<file path="src/rtl/image_mem_scheduler_if.sv">
// ---------------------------------------------------------------------------
// image_mem_scheduler_if
// Bundles every non-clock signal of the image memory scheduler:
//   control : clear_start (in), busy, clear_done, addr_err (out)
//   draw    : draw_req/draw_addr/draw_data (in), draw_ack (out)
//   nn      : nn_req/nn_addr/nn_lock (in), nn_ack/nn_rdata/nn_rvalid (out)
//   memory  : mem_addr/mem_wdata/mem_we (out), mem_rdata (in)
// Modport "slave" is the scheduler's view; "master" is the view of the
// surrounding logic (drawing grid, NN reader and the image memory itself).
// ---------------------------------------------------------------------------
interface image_mem_scheduler_if #(
   parameter int ADDR_W = 16,
   parameter int DATA_W = 32
);
   logic                     clear_start;
   logic                     busy;
   logic                     clear_done;
   logic                     addr_err;

   logic                     draw_req;
   logic [ADDR_W-1:0]        draw_addr;
   logic signed [DATA_W-1:0] draw_data;
   logic                     draw_ack;

   logic                     nn_req;
   logic [ADDR_W-1:0]        nn_addr;
   logic                     nn_ack;
   logic                     nn_lock;
   logic signed [DATA_W-1:0] nn_rdata;
   logic                     nn_rvalid;

   logic [ADDR_W-1:0]        mem_addr;
   logic signed [DATA_W-1:0] mem_wdata;
   logic                     mem_we;
   logic signed [DATA_W-1:0] mem_rdata;

   modport slave (
      input  clear_start, draw_req, draw_addr, draw_data,
             nn_req, nn_addr, nn_lock, mem_rdata,
      output busy, clear_done, addr_err, draw_ack, nn_ack,
             nn_rdata, nn_rvalid, mem_addr, mem_wdata, mem_we
   );

   modport master (
      output clear_start, draw_req, draw_addr, draw_data,
             nn_req, nn_addr, nn_lock, mem_rdata,
      input  busy, clear_done, addr_err, draw_ack, nn_ack,
             nn_rdata, nn_rvalid, mem_addr, mem_wdata, mem_we
   );
endinterface

</file>
<file path="src/rtl/image_mem_scheduler.sv">
// ---------------------------------------------------------------------------
// image_mem_scheduler
// Shares the single port of the 28x28 image memory between the drawing grid
// (writes), the NN input reader (reads) and an internal clear engine that
// zeroes the whole frame.
// Ports:
//   CLOCK_50 : sole clock, rising edge
//   reset    : synchronous, active-high
//   bus      : image_mem_scheduler_if.slave (draw / nn / memory / control)
// Draw and NN are round-robined; nn_lock masks draw; clear preempts both.
// Draw writes appear on the memory port one cycle after the handshake; NN
// read data returns three cycles after the handshake.
// ---------------------------------------------------------------------------
module image_mem_scheduler #(
   parameter int GRID_SIZE = 28,
   parameter int ADDR_W    = 16,
   parameter int DATA_W    = 32
) (
   input  logic                  CLOCK_50,
   input  logic                  reset,
   image_mem_scheduler_if.slave  bus
);
   localparam int NUM_PIX = GRID_SIZE * GRID_SIZE;
   localparam int CNT_W   = 10;
   localparam logic [CNT_W-1:0]  CNT_LAST = CNT_W'(NUM_PIX - 1);
   localparam logic [ADDR_W-1:0] ADDR_LIM = ADDR_W'(NUM_PIX);

   typedef enum logic [1:0] {S_IDLE, S_CLEAR, S_DONE} state_t;

   state_t                   r_state;
   state_t                   w_next;
   logic                     r_last_nn;      // 0: draw granted last, 1: NN
   logic [CNT_W-1:0]         r_cnt;
   logic [CNT_W-1:0]         w_cnt_nxt;
   logic                     w_draw_gnt;
   logic                     w_nn_gnt;
   logic                     w_clr_go;
   logic                     w_draw_ok;
   logic                     w_nn_ok;

   logic                     r_rd_vld_p0;
   logic                     r_rd_oor_p0;
   logic                     r_rd_vld_p1;
   logic                     r_rd_oor_p1;

   logic [ADDR_W-1:0]        r_mem_addr;
   logic signed [DATA_W-1:0] r_mem_wdata;
   logic                     r_mem_we;
   logic signed [DATA_W-1:0] r_nn_rdata;
   logic                     r_nn_rvalid;
   logic                     r_addr_err;

   assign w_draw_ok = (bus.draw_addr < ADDR_LIM);
   assign w_nn_ok   = (bus.nn_addr < ADDR_LIM);
   assign w_cnt_nxt = r_cnt + CNT_W'(1);

   always_ff @(posedge CLOCK_50) begin
      if (reset) r_state <= S_IDLE;
      else       r_state <= w_next;
   end

   always_comb begin
      w_next     = r_state;
      w_draw_gnt = 1'b0;
      w_nn_gnt   = 1'b0;
      w_clr_go   = 1'b0;
      case (r_state)
         S_IDLE: begin
            // A clear request wins the cycle outright: no ack is issued.
            if (bus.clear_start) begin
               w_clr_go = 1'b1;
               w_next   = S_CLEAR;
            end else if (bus.nn_req && bus.draw_req && !bus.nn_lock) begin
               if (r_last_nn) w_draw_gnt = 1'b1;
               else           w_nn_gnt   = 1'b1;
            end else begin
               w_nn_gnt   = bus.nn_req;
               w_draw_gnt = bus.draw_req && !bus.nn_lock;
            end
         end
         S_CLEAR: if (r_cnt == CNT_LAST) w_next = S_DONE;
         S_DONE:  w_next = S_IDLE;
         default: w_next = S_IDLE;
      endcase
   end

   always_ff @(posedge CLOCK_50) begin
      if (reset) begin
         r_last_nn   <= 1'b0;
         r_cnt       <= '0;
         r_rd_vld_p0 <= 1'b0;
         r_rd_oor_p0 <= 1'b0;
         r_rd_vld_p1 <= 1'b0;
         r_rd_oor_p1 <= 1'b0;
         r_mem_addr  <= '0;
         r_mem_wdata <= '0;
         r_mem_we    <= 1'b0;
         r_nn_rdata  <= '0;
         r_nn_rvalid <= 1'b0;
         r_addr_err  <= 1'b0;
      end else begin
         r_mem_we   <= 1'b0;
         r_addr_err <= 1'b0;

         if (w_draw_gnt)    r_last_nn <= 1'b0;
         else if (w_nn_gnt) r_last_nn <= 1'b1;

         // p0: read address on the memory port
         r_rd_vld_p0 <= w_nn_gnt;
         r_rd_oor_p0 <= w_nn_gnt && !w_nn_ok;
         // p1: memory presents read data
         r_rd_vld_p1 <= r_rd_vld_p0;
         r_rd_oor_p1 <= r_rd_oor_p0;
         // p2: registered NN result; out-of-range reads return zero
         r_nn_rvalid <= r_rd_vld_p1;
         if (r_rd_vld_p1) r_nn_rdata <= r_rd_oor_p1 ? '0 : bus.mem_rdata;

         if (w_clr_go) begin
            r_cnt       <= '0;
            r_mem_we    <= 1'b1;
            r_mem_addr  <= '0;
            r_mem_wdata <= '0;
         end else if (r_state == S_CLEAR) begin
            // r_cnt tracks the address currently on the port.
            if (r_cnt == CNT_LAST) begin
               r_cnt <= '0;
            end else begin
               r_cnt       <= w_cnt_nxt;
               r_mem_we    <= 1'b1;
               r_mem_addr  <= ADDR_W'(w_cnt_nxt);
               r_mem_wdata <= '0;
            end
         end else if (w_draw_gnt) begin
            if (w_draw_ok) begin
               r_mem_we    <= 1'b1;
               r_mem_addr  <= bus.draw_addr;
               r_mem_wdata <= bus.draw_data;
            end else begin
               r_addr_err <= 1'b1;
            end
         end else if (w_nn_gnt) begin
            if (w_nn_ok) r_mem_addr <= bus.nn_addr;
            else         r_addr_err <= 1'b1;
         end
      end
   end

   assign bus.draw_ack   = w_draw_gnt;
   assign bus.nn_ack     = w_nn_gnt;
   assign bus.busy       = (r_state == S_CLEAR);
   assign bus.clear_done = (r_state == S_DONE);
   assign bus.addr_err   = r_addr_err;
   assign bus.mem_addr   = r_mem_addr;
   assign bus.mem_wdata  = r_mem_wdata;
   assign bus.mem_we     = r_mem_we;
   assign bus.nn_rdata   = r_nn_rdata;
   assign bus.nn_rvalid  = r_nn_rvalid;
endmodule

</file>
<file path="src/flat_wrapper.sv">
// flat-port wrapper written by rule: the top's interface ports become plain ports
module image_mem_scheduler_flat 
#(
   parameter int GRID_SIZE = 28,
   parameter int ADDR_W    = 16,
   parameter int DATA_W    = 32
)
  (CLOCK_50, reset, bus_clear_start, bus_draw_req, bus_draw_addr, bus_draw_data, bus_nn_req, bus_nn_addr, bus_nn_lock, bus_mem_rdata, bus_busy, bus_clear_done, bus_addr_err, bus_draw_ack, bus_nn_ack, bus_nn_rdata, bus_nn_rvalid, bus_mem_addr, bus_mem_wdata, bus_mem_we);
  image_mem_scheduler_if #(.ADDR_W(ADDR_W), .DATA_W(DATA_W)) bus_i ();
  input  logic CLOCK_50;
  input  logic reset;
  input wire logic [$bits(bus_i.clear_start)-1:0] bus_clear_start;
  input wire logic [$bits(bus_i.draw_req)-1:0] bus_draw_req;
  input wire logic [$bits(bus_i.draw_addr)-1:0] bus_draw_addr;
  input wire logic [$bits(bus_i.draw_data)-1:0] bus_draw_data;
  input wire logic [$bits(bus_i.nn_req)-1:0] bus_nn_req;
  input wire logic [$bits(bus_i.nn_addr)-1:0] bus_nn_addr;
  input wire logic [$bits(bus_i.nn_lock)-1:0] bus_nn_lock;
  input wire logic [$bits(bus_i.mem_rdata)-1:0] bus_mem_rdata;
  output wire logic [$bits(bus_i.busy)-1:0] bus_busy;
  output wire logic [$bits(bus_i.clear_done)-1:0] bus_clear_done;
  output wire logic [$bits(bus_i.addr_err)-1:0] bus_addr_err;
  output wire logic [$bits(bus_i.draw_ack)-1:0] bus_draw_ack;
  output wire logic [$bits(bus_i.nn_ack)-1:0] bus_nn_ack;
  output wire logic [$bits(bus_i.nn_rdata)-1:0] bus_nn_rdata;
  output wire logic [$bits(bus_i.nn_rvalid)-1:0] bus_nn_rvalid;
  output wire logic [$bits(bus_i.mem_addr)-1:0] bus_mem_addr;
  output wire logic [$bits(bus_i.mem_wdata)-1:0] bus_mem_wdata;
  output wire logic [$bits(bus_i.mem_we)-1:0] bus_mem_we;
  assign bus_i.clear_start = bus_clear_start;
  assign bus_i.draw_req = bus_draw_req;
  assign bus_i.draw_addr = bus_draw_addr;
  assign bus_i.draw_data = bus_draw_data;
  assign bus_i.nn_req = bus_nn_req;
  assign bus_i.nn_addr = bus_nn_addr;
  assign bus_i.nn_lock = bus_nn_lock;
  assign bus_i.mem_rdata = bus_mem_rdata;
  assign bus_busy = bus_i.busy;
  assign bus_clear_done = bus_i.clear_done;
  assign bus_addr_err = bus_i.addr_err;
  assign bus_draw_ack = bus_i.draw_ack;
  assign bus_nn_ack = bus_i.nn_ack;
  assign bus_nn_rdata = bus_i.nn_rdata;
  assign bus_nn_rvalid = bus_i.nn_rvalid;
  assign bus_mem_addr = bus_i.mem_addr;
  assign bus_mem_wdata = bus_i.mem_wdata;
  assign bus_mem_we = bus_i.mem_we;
  image_mem_scheduler #(.GRID_SIZE(GRID_SIZE), .ADDR_W(ADDR_W), .DATA_W(DATA_W)) u_core (.CLOCK_50(CLOCK_50), .reset(reset), .bus(bus_i));
endmodule
</file>
<file path="config.mk">
export PLATFORM = sky130hd
export DESIGN_NAME = image_mem_scheduler_flat
export DESIGN_NICKNAME = d
export VERILOG_FILES = /design/src/rtl/image_mem_scheduler_if.sv /design/src/rtl/image_mem_scheduler.sv /design/src/flat_wrapper.sv
export SDC_FILE = /design/constraint.sdc
export NUM_CORES = 1
export LEC_CHECK = 0
export ABC_AREA = 1
export BUFFER_PORTS_ARGS = -buffer_cell sky130_fd_sc_hd__buf_2
export CAP_MARGIN = 15
export CELL_PAD_IN_SITES_DETAIL_PLACEMENT = 2
export CELL_PAD_IN_SITES_GLOBAL_PLACEMENT = 2
export CORE_UTILIZATION = 24
export CTS_CLUSTER_DIAMETER = 120
export CTS_CLUSTER_SIZE = 40
export DETAILED_ROUTE_END_ITERATION = 10
export GPL_TIMING_DRIVEN = 0
export PLACE_DENSITY = 0.91
export REMOVE_ABC_BUFFERS = 1
export SKIP_CTS_REPAIR_TIMING = 1
export SLEW_MARGIN = 20
export SYNTH_ARGS = -nofsm -noshare
export SYNTH_HDL_FRONTEND = slang
export SYNTH_SLANG_ARGS = --single-unit
</file>
<file path="constraint.sdc">
create_clock -name CLOCK_50 -period 1.98 [get_ports CLOCK_50]
set_input_delay 0 -clock CLOCK_50 [delete_from_list [all_inputs] [get_ports CLOCK_50]]
set_output_delay 0 -clock CLOCK_50 [all_outputs]
set_load 0.005 [all_outputs]
</file>
==> results by group <==
Outcome
  • Status: complete, no violations

Power
  • Worst VDD drop: 0.387 mV
  • Pwr Total: 0.00444 W
  • P_leak: 3.01 nW
  • Pwr Density: 705 nW/um^2

CTS
  • Num Clock Sinks: 100
  • Worst-Skew Late Latency: approximately 0.35 ns
  • Max Root-Sink Buffers: 2
  • Clock slew at reported path FFs: roughly 0.070 ns
  • CTS Root Cell: clkbuf_16
  • Clock H-tree levels: 3
  • CTS Buf Count: 9
  • CTS tree: built

GRT
  • GRT busiest layer: met2
  • GRT met2 Usage: 0.295
  • Largest net degree at the start of global routing: 43
  • Final global-route overflow total: 0
  • Antenna violations before repair: 2
  • Total track usage: 0.166
  • Met3 usage: 0.0392
  • Global Route met1 Usage: 0.194
  • Vias in the first global route: ~4600
  • First-pass GRT wire length: 23100 um

Critical path
  • Crit Path Class: flip-flop to flip-flop
  • Largest fanout on the critical path: 26
  • Critical path endpoint category: flip-flop
  • Crit path DAT: 2.11 ns
  • Worst path required time: 2.27 ns
  • Type of origin of the critical path: flip-flop

Routing
  • Post-DR vias/cell: approximately 4.7
  • Routed length per placed instance: 18.2 um
  • Iter 0 DRT Violations: 160
  • DR pass1 iterations: 4
  • # DRC: 0
  • Final WL: ~19000 um
  • Antenna viol nets, final: 0
  • Via count: between 4000 and 5000

STA
  • Post-Route Setup TNS: 0 ns
  • Relative slew margins: 0.409
  • Crit path time final: 1.83 ns
  • Fmax achieved: approximately 550 MHz
  • Final count of negative-setup-slack endpoints: 0
  • Layout Skew: between 0.007 and 0.008 ns
  • Worst Slack Setup Final: 0.154 ns
  • Fin crit share: 0.922
  • Worst-margin pin slew: 0.887 ns
  • Slew Limit Fails: 0
  • Final hold viol count: 0
  • Unrepaired setup endpoints after global routing: false

Floorplan
  • Die W: 132 um
  • Total core area: around 17000 sq um
  • Die Y: approximately 130 um
  • Die ar.: 17500 sq um
  • Initial Util: 0.245
  • # rows: between 40 and 50
  • Io pins: 189

Yosys
  • EDFF count, synth: 0
  • Mapped cell area: between 4000 and 5000 sq um
  • Synthesized area per cell: 7.31 sq um
  • Synth Register Bits: 100
  • Most common cell in the netlist: nand2_1
  • Synth cell count leaders: 156 x nand2_1, 100 x dfxtp_1, 74 x nand3_1
  • Synth top area share: 0.492
  • Synth async-reset ratio: 0
  • Warning count from the yosys run: 0
  • Yosys cell types: 29
  • Post-synthesis sequential area ratio: 0.492
  • Synth top area cells: dfxtp_1 49%, nand2_1 14%, nand3_1 9.1%, nor2_1 5.5%, a21oi_1 5.0%
  • Ys flop type: dfxtp_1
  • Area leader, netlist: dfxtp_1
  • Mapped Cells: between 500 and 600

Placed design
  • Detail Placement HPWL: 10500 um
  • Setup WS pre-CTS: -0.945 ns
  • Gp weighted congestion: around 0.76
  • PortBufs: 188

Flow run
  • Max_cap viols: 0

Finish
  • Final nets: 906
  • Area Growth Syn to Fin: 54.6%
  • Final Core Density: 0.379
  • Share of cells above drive strength 1: 0.296

Min path
  • Worst min path class: input port to flip-flop
==> layout by cell type, fill, tap and decap left out, types with 2 or more instances in the layout <==
| master | count |
|---|---|
| inv_2 | 3 |
| inv_1 | 34 |
| nand2_1 | 155 |
| nand4_1 | 3 |
| o21ai_0 | 22 |
| buf_16 | 2 |
| clkbuf_16 | 9 |
| o22ai_1 | 7 |
| nor2_1 | 58 |
| diode_2 | 2 |
| nor2_2 | 4 |
| nand3_1 | 74 |
| buf_12 | 3 |
| o211ai_1 | 2 |
| nor3_1 | 2 |
| buf_4 | 5 |
| a21oi_1 | 41 |
| clkinvlp_4 | 5 |
| nand3_2 | 3 |
| nand2_2 | 3 |
| dfxtp_1 | 100 |
| buf_2 | 188 |
| a211oi_1 | 2 |
| dlygate4sd3_1 | 64 |
| nor2_4 | 7 |
==> path summary, 6_finish.rpt <==
check                             endpoint          startpoint  slack (ns)  cells after the start
setup / recovery  u_core.bus.mem_wdata[18]   u_core.r_state[0]        0.15                      7
hold / removal      u_core.bus.mem_addr[6]    bus_draw_addr[6]        0.05                      5
setup reg to reg  u_core.bus.mem_wdata[18]   u_core.r_state[0]        0.15                      7
hold reg to reg         u_core.r_rd_vld_p1  u_core.r_rd_vld_p0        0.41                      2
==> through the flow <==
| stage | hold WS (ns) | instances | area [sq um] |
|---|---|---|---|
| 6_report | 0.0537 | 1030 | 6290 |
| 3_3_place_gp | 0.227 | 935 | 5130 |
| 3_5_place_dp | 0.235 | 937 | 5200 |
| 5_1_grt | 0.0954 | 1030 | 6290 |
| 2_1_floorplan | 0.0691 | 527 | 3910 |
| 4_1_cts | -0.138 | 953 | 5490 |
==> layer usage <==
layer  up-vias  share of wire
li1       2286              -
met1      2347           0.39
met2       173           0.52
met3        37          0.060
met4         0          0.029
met5         -              0
==> cell families (layout without fill, tap and decap cells) <==
logic type | count (synthesis) | after routing | synth area share
compound gates | 77 | 77 | 0.101
fa+ha+maj | 1 | 1 | 0.00307
simple gates | 307 | 310 | 0.325
other cells | 0 | 2 | 0
xor+xnor | 1 | 1 | 0.00215
flops | 100 | 100 | 0.492
buf+inv | 71 | 319 | 0.0769
==> registers in the layout (all words and copies together) (netlist names), 2 cells and up <==
| register | count |
|---|---|
| u_core.r_state | 2 |
| u_core.bus.mem_addr | 16 |
| u_core.bus.nn_rdata | 32 |
| u_core.bus.mem_wdata | 32 |
| u_core.r_cnt | 10 |
==> area by class of cell <==
type | instances | area (sq um)
Clock inverter | 6 | 65.1
Tap cell | 220 | 275
Inverter | 41 | 178
Multi-Input combinational cell | 389 | 1800
Timing Repair Buffer | 262 | 1730
Sequential cell | 100 | 2000
Clock buffer | 10 | 229
Fill cell | 1950 | 10300
Antenna cell | 2 | 5.00
==> critical path, cell delays in order (launching register included) <==
cell	delay [ns]
dfxtp_1	0.38
nand2_2	0.25
inv_6	0.26
nand4_1	0.22
o21ai_4	0.21
buf_16	0.22
nand3_1	0.11
nand2_1	0.11
==> where the power goes <==
| part | total (W) | internal (W) | leakage (nW) | switching, W |
|---|---|---|---|---|
| Sequential | 0.00206 | 0.00204 | 0.808 | 0.0000186 |
| Clock | 0.00180 | 0.000979 | 0.131 | 0.000817 |
| Combinational | 0.000580 | 0.000268 | 2.07 | 0.000313 |
| Total | 0.00444 | 0.00329 | 3.01 | 0.00115 |
Power figures use the tool's default switching activity.
